===== config.mk =====
export PLATFORM = sky130hd
export DESIGN_NAME = counter
export DESIGN_NICKNAME = d
export VERILOG_FILES = /design/src/rtl/counter.sv
export SDC_FILE = /design/constraint.sdc
export NUM_CORES = 1
export LEC_CHECK = 0
export ABC_AREA = 1
export ABC_CLOCK_PERIOD_IN_PS = 2400
export BUFFER_PORTS_ARGS = -buffer_cell sky130_fd_sc_hd__buf_2
export CORE_AREA = 2 2 42 52
export DETAILED_ROUTE_END_ITERATION = 8
export DIE_AREA = 0 0 44 54
export HOLD_SLACK_MARGIN = 0.02
export SLEW_MARGIN = 20
export SYNTH_ARGS = -nofsm -noshare
export SYNTH_HDL_FRONTEND = slang
export SYNTH_SLANG_ARGS = --single-unit

===== constraint.sdc =====
create_clock -name clk -period 2.4 [get_ports clk]
set_input_delay 0 -clock clk [delete_from_list [all_inputs] [get_ports clk]]
set_output_delay 0 -clock clk [all_outputs]
set_load 0.005 [all_outputs]

===== src/rtl/counter.sv =====
// W-bit synchronous up/down counter with count enable.
// Wraps silently modulo 2^W in both directions; cnt is a plain register.
module counter #(
  parameter int W = 8
) (
  input  logic         clk,
  input  logic         rst_n,
  input  logic         en,
  input  logic         up,
  output logic [W-1:0] cnt
);

  // Unsigned W-bit step; the carry/borrow out is dropped, giving the wrap.
  function automatic logic [W-1:0] step_cnt(input logic [W-1:0] cur, input logic dir);
    if (dir) return cur + W'(1);
    else     return cur - W'(1);
  endfunction

  always_ff @(posedge clk or negedge rst_n) begin
    if (!rst_n) begin
      cnt <= '0;
    end else if (en) begin
      cnt <= step_cnt(cnt, up);
    end
  end

endmodule


==> impl_metrics.ini <==
[status]
status = finished, final reports clean

[route]
first_pass_iters = 4
drt_iter0_drc = 7
antenna_left = 0
avgRoutedWirePerCell_um = 11.23
viasPerCell = 4.832
drc_errors = 0
route.vias.total = 575
drt_wl_total_um = 1336

[sta]
post-route-min-period_ns = 1.440
min_period_over_period = 0.5998
setup-tns-final_ns = 0
hold_viol_final = 0
slew_headroom = 0.7987
tightest_slew_ns = 0.3016
report.final.slew_viol_count = 0
setup_viol = 0
rsz0062_at_grt = no
clock.fmax_ghz = 0.6947
skew_ns = 0.01325

[clock_network]
cts.clk_slew.worst_paths_ns = 0.07
clock-root-buffer = clkbuf_4
cts-htree-levels = 1
clkSinkCount = 8
cts-buffers-inserted = 3
clock_path_buffers = 2
cts_tree = yes
cts_setup_buffers = 0
ctsHoldBuffers = 1
cts_resized = 0
clkLatencyLatePin_ns = 0.27

[critical_path]
cp.required_ns = 2.55
crit_type = reg -> reg
cp-start-kind = flip-flop
crit_top_cell = nand2_1
cp_slowest_cell = dfrtp_1
cp_cell_sequence = fa_1, nand2_1, nand2_1, nand3b_1, nand3_1, nand3_1, nand2_1
path_delay_family = simple AND/OR/NAND/NOR gates
cp_max_fo = 4
critPathLaunch = cnt[0]$_DFFE_PN0P_
endpoint_kind = flip-flop
worstPathArrival_ns = 1.59
slowest_delay_ns = 0.43
crit_buf_inv = 0
reg2reg_from = cnt[0]$_DFFE_PN0P_

[synthesis]
seq_area_frac_synth = 0.3156
synth_top_area_share = 0.3156
ys_ff_latch = 8
syn-num-nets = 96
synthFlopType = dfrtp_1
synth-edff-count = 0
synthCells = 85
syn_area_per_cell_um2 = 7.463
yosysWarningCount = 0
synth_area_leaders = dfrtp_1, nand2_1, ha_1
synth_area_um2 = 634.4
synthArstFlopShare = 1.000
yosysTopAreaCell = dfrtp_1
synth_cell_types = 17

[finish]
nets = 112
synthToLayoutAreaGrowth_pct = 15.98
post-route-cell-area_um2 = 735.7
regMostFlops = cnt
largest_reg_flops = 8
drive_above_1_share = 0.1919
stdcell_count = 119
n_antenna_cell = 0
final_cell_mix = nand2_1, buf_2, inv_1
reg_top3 = cnt: 8 flops
mostFrequentLayoutCell = nand2_1

[global_route]
grt_pass1_vias = 523
grt_pass1_wl_um = 2380
track_usage = 0.1402
grt_overflow_total = 0
met1_usage = 0.1735
grt_antenna_before_repair = 0
grt_use_met3 = 0.03020
grt_max_degree = 10
top_usage_layer = met2
use_met2 = 0.2255

[floorplanning]
rows = 18
initial_utilization = 0.3275
core_um2 = 1937
die_w_um = 44
die_h_um = 54
dieArea_um2 = 2376
ios = 12

[power_and_ir_drop]
p_sw_frac = 0.4594
p_comb_frac = 0.597
seqPwrFrac = 0.287
intPower_uw = 513.1
clkPwrFrac = 0.116
p_switching_uw = 436.1
power_leakage_uw = 0.0004163
powerDensity_nw_per_um2 = 1290
ir_worst_vdd_mv = 0.5389

[place]
placed_cell_area_um2 = 703.2
portBuffers = 11
hpwl_um = 1035
place_inst = 115
routabilityCongestion = 0.8336

[run]
drv_cap = 0

[worst_hold_path]
hp-start = en
min_path_type = in -> reg
worst paths after layout:
kind,end,slack (ns),depth (start not counted)
worst min register to register,cnt[6]$_DFFE_PN0P_,0.50,2
worst max register to register,cnt[6]$_DFFE_PN0P_,0.96,7
max in group asynchronous,cnt[0]$_DFFE_PN0P_,2.10,2
worst max-delay path,cnt[6]$_DFFE_PN0P_,0.96,7
min in group asynchronous,cnt[3]$_DFFE_PN0P_,0.10,2
worst min-delay path,cnt[4]$_DFFE_PN0P_,0.06,3
stage by stage:
| step | power (uW) | setup slack, ns | hold WS (ns) | util |
|---|---|---|---|---|
| 6_report | 949.2 | 0.9605 | 0.06287 | 0.3798 |
| 3_5_place_dp | 844.5 | 0.9555 | -0.1399 | 0.3630 |
| 2_1_floorplan | 689.2 | 1.029 | -0.2956 | - |
| 3_3_place_gp | 836.8 | 0.9949 | -0.1419 | 0.3630 |
| 4_1_cts | 961.6 | 0.9492 | 0.06824 | 0.3798 |
| 5_1_grt | 1070 | 0.8340 | 0.09498 | 0.3798 |
per-layer routing:
layer	up-vias	share of wire
met5	-	0
met4	0	0.023
met1	260	0.47
met3	5	0.036
met2	11	0.47
li1	299	-
worst reg2reg max path, cell delays in order, from the launching register on:
cell and delay, ns:
dfrtp_1 0.43, fa_1 0.43, nand2_1 0.09, nand2_1 0.08, nand3b_1 0.11, nand3_1 0.07, nand3_1 0.08, nand2_1 0.04
power by group through the flow:
stage          registers, uW  clock network [uW]  logic (uW)
5_1_grt                  285                 118         667
3_3_place_gp             271                   0         565
3_5_place_dp             276                   0         569
4_1_cts                  274                 113         574
6_report                 272                 110         567
2_1_floorplan            274                   0         415
cell usage after synthesis (2+ instances only):
cell type  instances
nor2_1             4
nand3_1            9
nand3b_1           2
o21ai_1            3
inv_1             10
dfrtp_1            8
a21oi_1            3
nand2_1           32
ha_1               6
kinds of logic (layout without fill, tap and decap cells):
family,count (synthesis),after routing,share of synthesized area
adders and majority gates,7,7,0.1499
DFF,8,8,0.3156
buffers and inverters,12,26,0.08284
xor gates and xnor gates,2,2,0.03946
and+or+nand+nor,49,49,0.3392
AOI/OAI and AO/OA,7,7,0.07297
layout make-up:
| cell class | instances | area [um2] |
|---|---|---|
| fill | 204 | 1201 |
| tap | 20 | 25.02 |
| inverter | 11 | 41.29 |
| timing repair buffer | 12 | 65.06 |
| sequential | 8 | 200.2 |
| clock buffer | 3 | 22.52 |
| multi-input combinational | 65 | 381.6 |
Power figures use the tool's default switching activity.
